==> config.mk <==
export PLATFORM = sky130hd
export DESIGN_NAME = aclk_counter_flat
export DESIGN_NICKNAME = d
export VERILOG_FILES = /design/src/rtl/aclk_counter_if.sv /design/src/rtl/aclk_counter.sv /design/src/flat_wrapper.sv
export SDC_FILE = /design/constraint.sdc
export NUM_CORES = 1
export LEC_CHECK = 0
export BUFFER_PORTS_ARGS = -buffer_cell sky130_fd_sc_hd__buf_2
export CORE_MARGIN = 1.5
export CORE_UTILIZATION = 49
export CTS_CLUSTER_SIZE = 28
export DETAILED_ROUTE_END_ITERATION = 7
export PLACE_DENSITY = 0.78
export SETUP_SLACK_MARGIN = 0.02
export SYNTH_ARGS = -nofsm -noshare
export SYNTH_HDL_FRONTEND = slang
export SYNTH_SLANG_ARGS = --single-unit
==> constraint.sdc <==
create_clock -name clock -period 2.6 [get_ports clock]
set_input_delay 0.26 -clock clock [delete_from_list [all_inputs] [get_ports clock]]
set_output_delay 0.26 -clock clock [all_outputs]
set_load 0.01 [all_outputs]
==> src/rtl/aclk_counter_if.sv <==
// Time-of-day bus between the alarm clock control path and aclk_counter.
// ACLK_DAY_TICK_EN adds the day_tick signal to both modports.
interface aclk_counter_if;
  logic       one_minute;
  logic       load_new_c;
  logic [3:0] new_current_time_ms_hr;
  logic [3:0] new_current_time_ls_hr;
  logic [3:0] new_current_time_ms_min;
  logic [3:0] new_current_time_ls_min;
  logic [3:0] current_time_ms_hr;
  logic [3:0] current_time_ls_hr;
  logic [3:0] current_time_ms_min;
  logic [3:0] current_time_ls_min;
  logic       reset_count;
  logic       load_err;
`ifdef ACLK_DAY_TICK_EN
  logic       day_tick;

  modport master (
    output one_minute, load_new_c,
    output new_current_time_ms_hr, new_current_time_ls_hr,
    output new_current_time_ms_min, new_current_time_ls_min,
    input  current_time_ms_hr, current_time_ls_hr,
    input  current_time_ms_min, current_time_ls_min,
    input  reset_count, load_err, day_tick
  );

  modport slave (
    input  one_minute, load_new_c,
    input  new_current_time_ms_hr, new_current_time_ls_hr,
    input  new_current_time_ms_min, new_current_time_ls_min,
    output current_time_ms_hr, current_time_ls_hr,
    output current_time_ms_min, current_time_ls_min,
    output reset_count, load_err, day_tick
  );
`else
  modport master (
    output one_minute, load_new_c,
    output new_current_time_ms_hr, new_current_time_ls_hr,
    output new_current_time_ms_min, new_current_time_ls_min,
    input  current_time_ms_hr, current_time_ls_hr,
    input  current_time_ms_min, current_time_ls_min,
    input  reset_count, load_err
  );

  modport slave (
    input  one_minute, load_new_c,
    input  new_current_time_ms_hr, new_current_time_ls_hr,
    input  new_current_time_ms_min, new_current_time_ls_min,
    output current_time_ms_hr, current_time_ls_hr,
    output current_time_ms_min, current_time_ls_min,
    output reset_count, load_err
  );
`endif
endinterface

==> src/rtl/aclk_counter.sv <==
// 24-hour BCD time-of-day counter (HH:MM) with validated load.
// Optional feature macro: ACLK_DAY_TICK_EN (adds registered day_tick on 23:59 -> 00:00).
module aclk_counter #(
  parameter logic [3:0] RESET_MS_HR  = 4'd0,
  parameter logic [3:0] RESET_LS_HR  = 4'd0,
  parameter logic [3:0] RESET_MS_MIN = 4'd0,
  parameter logic [3:0] RESET_LS_MIN = 4'd0
) (
  input logic           clock,
  input logic           reset,
  aclk_counter_if.slave bus
);

  logic [3:0] ms_hr, ls_hr, ms_min, ls_min;
  logic [3:0] inc_ms_hr, inc_ls_hr, inc_ms_min, inc_ls_min;
  logic       reset_count_q, load_err_q;
  logic       load_valid;
  logic       wrap_day;

  assign load_valid = (bus.new_current_time_ms_hr <= 4'd2) &&
                      (bus.new_current_time_ls_hr <= 4'd9) &&
                      !((bus.new_current_time_ms_hr == 4'd2) &&
                        (bus.new_current_time_ls_hr > 4'd3)) &&
                      (bus.new_current_time_ms_min <= 4'd5) &&
                      (bus.new_current_time_ls_min <= 4'd9);

  // Full ripple carry resolved in one cycle so 23:59 rolls straight to 00:00.
  always_comb begin
    inc_ms_hr  = ms_hr;
    inc_ls_hr  = ls_hr;
    inc_ms_min = ms_min;
    inc_ls_min = ls_min;
    wrap_day   = 1'b0;
    if (ls_min == 4'd9) begin
      inc_ls_min = 4'd0;
      if (ms_min == 4'd5) begin
        inc_ms_min = 4'd0;
        if ((ms_hr == 4'd2) && (ls_hr == 4'd3)) begin
          inc_ms_hr = 4'd0;
          inc_ls_hr = 4'd0;
          wrap_day  = 1'b1;
        end else if (ls_hr == 4'd9) begin
          inc_ls_hr = 4'd0;
          inc_ms_hr = ms_hr + 4'd1;
        end else begin
          inc_ls_hr = ls_hr + 4'd1;
        end
      end else begin
        inc_ms_min = ms_min + 4'd1;
      end
    end else begin
      inc_ls_min = ls_min + 4'd1;
    end
  end

  // A load, valid or not, swallows a coincident minute pulse.
  always_ff @(posedge clock) begin
    if (reset) begin
      ms_hr         <= RESET_MS_HR;
      ls_hr         <= RESET_LS_HR;
      ms_min        <= RESET_MS_MIN;
      ls_min        <= RESET_LS_MIN;
      reset_count_q <= 1'b0;
      load_err_q    <= 1'b0;
    end else begin
      reset_count_q <= 1'b0;
      load_err_q    <= 1'b0;
      if (bus.load_new_c) begin
        if (load_valid) begin
          ms_hr         <= bus.new_current_time_ms_hr;
          ls_hr         <= bus.new_current_time_ls_hr;
          ms_min        <= bus.new_current_time_ms_min;
          ls_min        <= bus.new_current_time_ls_min;
          reset_count_q <= 1'b1;
        end else begin
          load_err_q    <= 1'b1;
        end
      end else if (bus.one_minute) begin
        ms_hr  <= inc_ms_hr;
        ls_hr  <= inc_ls_hr;
        ms_min <= inc_ms_min;
        ls_min <= inc_ls_min;
      end
    end
  end

`ifdef ACLK_DAY_TICK_EN
  logic day_tick_q;

  always_ff @(posedge clock) begin
    if (reset) begin
      day_tick_q <= 1'b0;
    end else begin
      day_tick_q <= !bus.load_new_c && bus.one_minute && wrap_day;
    end
  end

  assign bus.day_tick = day_tick_q;
`else
  logic unused_wrap_day;
  assign unused_wrap_day = wrap_day;
`endif

  assign bus.current_time_ms_hr  = ms_hr;
  assign bus.current_time_ls_hr  = ls_hr;
  assign bus.current_time_ms_min = ms_min;
  assign bus.current_time_ls_min = ls_min;
  assign bus.reset_count         = reset_count_q;
  assign bus.load_err            = load_err_q;

endmodule

==> src/flat_wrapper.sv <==
// flat-port wrapper written by rule: the top's interface ports become plain ports
module aclk_counter_flat 
#(
  parameter logic [3:0] RESET_MS_HR  = 4'd0,
  parameter logic [3:0] RESET_LS_HR  = 4'd0,
  parameter logic [3:0] RESET_MS_MIN = 4'd0,
  parameter logic [3:0] RESET_LS_MIN = 4'd0
)
  (clock, reset, bus_one_minute, bus_load_new_c, bus_new_current_time_ms_hr, bus_new_current_time_ls_hr, bus_new_current_time_ms_min, bus_new_current_time_ls_min, bus_current_time_ms_hr, bus_current_time_ls_hr, bus_current_time_ms_min, bus_current_time_ls_min, bus_reset_count, bus_load_err);
  aclk_counter_if bus_i ();
  input logic clock;
  input logic reset;
  input wire logic [$bits(bus_i.one_minute)-1:0] bus_one_minute;
  input wire logic [$bits(bus_i.load_new_c)-1:0] bus_load_new_c;
  input wire logic [$bits(bus_i.new_current_time_ms_hr)-1:0] bus_new_current_time_ms_hr;
  input wire logic [$bits(bus_i.new_current_time_ls_hr)-1:0] bus_new_current_time_ls_hr;
  input wire logic [$bits(bus_i.new_current_time_ms_min)-1:0] bus_new_current_time_ms_min;
  input wire logic [$bits(bus_i.new_current_time_ls_min)-1:0] bus_new_current_time_ls_min;
  output wire logic [$bits(bus_i.current_time_ms_hr)-1:0] bus_current_time_ms_hr;
  output wire logic [$bits(bus_i.current_time_ls_hr)-1:0] bus_current_time_ls_hr;
  output wire logic [$bits(bus_i.current_time_ms_min)-1:0] bus_current_time_ms_min;
  output wire logic [$bits(bus_i.current_time_ls_min)-1:0] bus_current_time_ls_min;
  output wire logic [$bits(bus_i.reset_count)-1:0] bus_reset_count;
  output wire logic [$bits(bus_i.load_err)-1:0] bus_load_err;
  assign bus_i.one_minute = bus_one_minute;
  assign bus_i.load_new_c = bus_load_new_c;
  assign bus_i.new_current_time_ms_hr = bus_new_current_time_ms_hr;
  assign bus_i.new_current_time_ls_hr = bus_new_current_time_ls_hr;
  assign bus_i.new_current_time_ms_min = bus_new_current_time_ms_min;
  assign bus_i.new_current_time_ls_min = bus_new_current_time_ls_min;
  assign bus_current_time_ms_hr = bus_i.current_time_ms_hr;
  assign bus_current_time_ls_hr = bus_i.current_time_ls_hr;
  assign bus_current_time_ms_min = bus_i.current_time_ms_min;
  assign bus_current_time_ls_min = bus_i.current_time_ls_min;
  assign bus_reset_count = bus_i.reset_count;
  assign bus_load_err = bus_i.load_err;
  aclk_counter #(.RESET_MS_HR(RESET_MS_HR), .RESET_LS_HR(RESET_LS_HR), .RESET_MS_MIN(RESET_MS_MIN), .RESET_LS_MIN(RESET_LS_MIN)) u_core (.clock(clock), .reset(reset), .bus(bus_i));
endmodule
# After elaboration in Yosys (flattened, before gate mapping)
# Index checks and enable logic that the tools add are counted.
[classes]
addsub = 4
magnitude_cmp = 5
eq_ne = 7
muxes = 25
bitwise_logic = 1
n_reduce_logical = 16
[op_table]
columns = ["op", "count"]
rows = [
  ["two-way mux 4 bit", 23],
  ["adder 4 x 1 -> 4 bit, second input constant", 4],
  ["equality test 4 x 2 -> 1 bit, second input constant", 3],
  ["equality test 4 bit, second input constant", 2],
  ["<= comparator 4 bit, second input constant", 2],
  ["logical AND 1 bit", 6],
  ["nonzero test 2 bit", 3],
  ["AND reduction 5 bit", 1],
  ["equality test 4 x 3 -> 1 bit, second input constant", 1],
  ["greater-than comparator 4 x 2 -> 1 bit, second input constant", 1],
  ["<= comparator 4 x 2 -> 1 bit, second input constant", 1],
  ["<= comparator 4 x 3 -> 1 bit, second input constant", 1],
  ["AND reduction 4 bit", 1],
  ["AND reduction 3 bit", 1],
  ["nonzero test 3 bit", 1],
  ["two-way mux 1 bit", 2],
  ["!= test 2 x 1 -> 1 bit, second input constant", 1],
  ["AND reduction 2 bit", 1],
  ["OR reduction 2 bit", 1],
  ["logical NOT 1 bit", 1],
  ["inverter 1 bit", 1],
]
[word_totals]
regBits = 18
input_bits = 20
output_inout_bits = 18
elab_cells = 64

# Depth between registers and ports, before layout
[depth]
ltp_word = 8
depth_mapped = 7
ltp_nobuf = 7

# Least setup slack after synthesis
# No wires, ideal clock.
[synth_timing]
kind = "register to register"
from = "register u_core.ms_hr[1] (netlist: u_core.bus.current_time_ms_hr[1])"
to = "register u_core.ms_hr[3] (netlist: u_core.bus.current_time_ms_hr[3])"
setup_ps = 74
arrival_time_ps = 1814
required_time_ps = 2526
slack_ps = 711
stages_incl_launch_ff = 7
path_buffers = 0
period_less_slack_ps = 1889
cell_sequence = "dfxtp_1 -> ha_1 -> or4b_4 -> o21ai_4 -> a21oi_2 -> or4_1 -> o21ai_0"
[synth_between]
elab_chain_cells = 7
elab_cells_between_ends = 11
cone_classes = "add/sub (1); eq/ne (1); mux (6); reduce/logical (3)"
[synth_rtl]
columns = ["element", "line_no", "rtl"]
rows = [
  ["start: declaration", "aclk_counter.sv:14", "logic [3:0] ms_hr, ls_hr, ms_min, ls_min;"],
  ["start signal: assignment", "aclk_counter.sv:70", "ms_hr <= bus.new_current_time_ms_hr;"],
  ["start signal: assignment", "aclk_counter.sv:79", "ms_hr <= inc_ms_hr;"],
  ["adder 4 x 1 -> 4 bit / equality test 4 x 2 -> 1 bit (equally long branches)", "aclk_counter.sv:44, aclk_counter.sv:38", ""],
  ["two-way mux 4 bit / logical AND 1 bit (equally long branches)", "aclk_counter.sv:42, aclk_counter.sv:38", ""],
  ["two-way mux 4 bit", "aclk_counter.sv:38", "if ((ms_hr == 4'd2) && (ls_hr == 4'd3)) begin"],
  ["two-way mux 4 bit", "aclk_counter.sv:36", "if (ms_min == 4'd5) begin"],
  ["two-way mux 4 bit", "aclk_counter.sv:34", "if (ls_min == 4'd9) begin"],
  ["two-way mux 4 bit", "aclk_counter.sv:78", "end else if (bus.one_minute) begin"],
  ["two-way mux 4 bit", "aclk_counter.sv:68", "if (bus.load_new_c) begin"],
]
# Several ways; a longest one is shown, not always the timed one. The select of a mux whose other input is x is not followed.
# A chain may end at the register's enable or synchronous reset.

# Worst setup path in the final report
[layout_timing]
from = "register u_core.ms_hr[0] (netlist: u_core.bus.current_time_ms_hr[0])"
to = "register u_core.ms_hr[3] (netlist: u_core.bus.current_time_ms_hr[3])"
# The elaborated chain is that of the path after synthesis.

==> flow_summary.toml <==
[run_status]
status = "completed"

[finish]
syn_to_final_growth_pct = 20.9
diodes = 0
drive_above_1_share_pct = 27.3
fin_util_pct = 62.7
num-nets-final = 208
final_cells = 211

[grt]
grt_pass1_wl_um = 4860
grt_antenna_before_repair = 0
grt_usage_pct = 24.2
first_global_vias = 1088
grt_max_degree = 25
grt_overflow_total = 0

[floorplan]
num_rows = 17
initial_core_util_pct = 51.9
die_w_um = 51.4
dieHeight_um = 51.4
die_area_sq_um = 2640
core_sq_um = 2210
num_io_pins = 38

[route]
dr.first_iter.drc_count = 40
vias_per_cell = 6.07
vias = 1281
ant_nets = 0
firstDrtPassIters = 4
wirelength_um = 2930
routedWlPerCell_um = 13.9
drc_errors = 0

[sta]
setup_ws_ns = 0.584
maxSlewViolCount = 0
fin_skew_ns = 0.00231
fin_crit_sh_pct = 77.6
tns_ns = 0
tightest_slew_ns = 0.553
maxClockFrequency_mhz = 496
rsz0062_at_grt = "no"
period_minus_slack_ns = 2.02
setup_viol = 0
hold_violations = 0
max_slew_margin_pct = 62.7

[synthesis]
postSynth.asyncResetShare_pct = 0
syn_area_sq_um = 1150
yosysSeqAreaShare_pct = 31.4
synth_edf_count = 0
ys_types = 40
synth-seq-cells = 18
yosys.area.top_type_share_pct = 31.4
avgSynthCellArea_sq_um = 7.81
synth_area_leaders = "dfxtp_1, a21oi_1, o21ai_0, ha_1, nand2_1"
yosys_warnings = 0
synth_area_leader_cell = "dfxtp_1"
syn-num-nets = 171
synth_flop_cell = "dfxtp_1"
synth_most_common_cell = "dfxtp_1"
syn_inst = 147
synth_common_cells = "dfxtp_1, a21oi_1, nand2_1, nor2_1, o21ai_0"

[setup_path]
crit_path_start_kind = "flip-flop"
arrival_ns = 2.26
r2r_cells = 7
r2r_setup_slack_ns = 0.58
worstReg2RegEnd = "u_core.bus.current_time_ms_hr[3]$_SDFFE_PP0P_"
crit_type = "reg2reg"
path_max_fanout = 6
r2r-start = "u_core.bus.current_time_ms_hr[0]$_SDFFE_PP0P_"
worst_ep_required_time_ns = 2.84
end_kind = "flip-flop"

[power]
vdd_drop_max_uv = 307
leakagePower_nw = 0.558
power.share.combinational_pct = 14.1
seq_power_share_pct = 52.7
p_sw_w = 0.000146
pwr-share-clk_pct = 33.2
power.share.switching_pct = 26.8
powerDensity_nw_per_um2 = 393
p_int_w = 0.000399

[worst_hold_path]
hp-start = "bus_new_current_time_ls_min[0]"
min_to = "u_core.bus.current_time_ls_min[0]$_SDFFE_PP0P_"
hold_path_depth = 3
min_path_type = "in2reg"

[placed_design]
dp_cells = 207
gp_congestion = 0.856
hpwl_um = 2170
dp_slack_ns = 0.612
port_buffers = 37

[flow_run]
max-cap-violations = 0

[cts]
cts_root_buf = "clkbuf_4"
cts_setup_buffers = 0
cts_buffer_depth = 2
cts_made_buffers = 3
htreeDepth = 1
ctsResizeCount = 0
clk_pin_slew_ns = 0.11
cts_tree = "yes"
postCtsHoldBufs = 0
insertion_delay_ns = 0.30
clock_sinks = 18
[worst max-delay path by stage]
stage | to | startpoint | slack (ns) | depth (start not counted)
after CTS | u_core.bus.current_time_ms_hr[3]$_SDFFE_PP0P_ | u_core.bus.current_time_ms_hr[0]$_SDFFE_PP0P_ | 0.59 | 7
after global placement | u_core.bus.current_time_ms_hr[3]$_SDFFE_PP0P_ | u_core.bus.current_time_ms_hr[0]$_SDFFE_PP0P_ | 0.71 | 7
after floorplan | u_core.bus.current_time_ms_hr[3]$_SDFFE_PP0P_ | u_core.bus.current_time_ms_hr[1]$_SDFFE_PP0P_ | 0.71 | 6
after global routing | u_core.bus.current_time_ms_hr[3]$_SDFFE_PP0P_ | u_core.bus.current_time_ms_hr[0]$_SDFFE_PP0P_ | 0.43 | 7
after detailed placement | u_core.bus.current_time_ms_hr[3]$_SDFFE_PP0P_ | u_core.bus.current_time_ms_hr[0]$_SDFFE_PP0P_ | 0.61 | 7
final | u_core.bus.current_time_ms_hr[3]$_SDFFE_PP0P_ | u_core.bus.current_time_ms_hr[0]$_SDFFE_PP0P_ | 0.58 | 7
[critical path, cell delays in order (launching register included)]
cell     delay (ns)
dfxtp_1        0.36
inv_1          0.09
ha_1           0.14
or4b_4         0.48
o21ai_4        0.21
a21oi_2        0.13
or4_1          0.46
o21ai_0        0.08
[power by group through the flow]
stage | Clock, W | Combinational (W) | Sequential (W)
3_3_place_gp | 0 | 0.0000747 | 0.000293
3_5_place_dp | 0 | 0.0000756 | 0.000293
6_report | 0.000181 | 0.0000766 | 0.000287
4_1_cts | 0.000183 | 0.0000759 | 0.000287
5_1_grt | 0.000195 | 0.0000855 | 0.000288
2_1_floorplan | 0 | 0.0000433 | 0.000294
[flip-flops by register name (all words and copies together), names as in the netlist]
name,count
u_core.bus.current_time_ls_hr,4
u_core.bus.current_time_ls_min,4
u_core.bus.current_time_ms_hr,4
u_core.bus.current_time_ms_min,4
u_core.bus.load_err,1
u_core.bus.reset_count,1
[placed cells by master, fill, tap and decap left out, types with 3 or more instances in the layout]
master	instances
buf_2	37
dfxtp_1	18
a21oi_1	15
nor2_1	13
nand2_1	13
o21ai_0	12
nor3_1	5
nand3_1	5
nor2b_1	5
a32oi_1	5
inv_1	4
nand2b_1	4
a211oi_1	4
ha_1	4
a22oi_1	3
or2_2	3
clkbuf_4	3
[final cells by class]
cell class	count	area (sq um)
Inverter	4	15.0
Fill cell	191	825
Multi-Input combinational cell	119	748
Sequential cell	18	360
Clock buffer	4	36.3
Timing Repair Buffer	38	193
Tap cell	28	35.0
[logic make-up (layout without fill, tap and decap cells)]
logic type / Yosys count / in the layout / share of synthesized area, %
buf+inv: 10 / 46 / 3.38
compound gates: 53 / 53 / 30.8
xor+xnor: 1 / 1 / 0.763
flops: 18 / 18 / 31.4
fa+ha+maj: 4 / 4 / 4.36
mux: 2 / 2 / 1.85
simple gates: 59 / 59 / 27.5
[layer usage]
| layer | part of all wire (%) | GRT usage [%] |
|---|---|---|
| met5 | 0 | 0 |
| met2 | 46 | 37.4 |
| met3 | 5.7 | 3.80 |
| met4 | 2.2 | 10.5 |
| met1 | 46 | 33.2 |
[per-stage QoR]
step | power [W] | hold WS, ns | cell area (sq um)
3_5_place_dp | 0.000369 | 0.518 | 1350
3_3_place_gp | 0.000368 | 0.480 | 1350
2_1_floorplan | 0.000338 | 0.423 | 1150
4_1_cts | 0.000546 | 0.209 | 1390
6_report | 0.000545 | 0.211 | 1390
5_1_grt | 0.000568 | 0.228 | 1390
(Power assumes the default switching activity.)
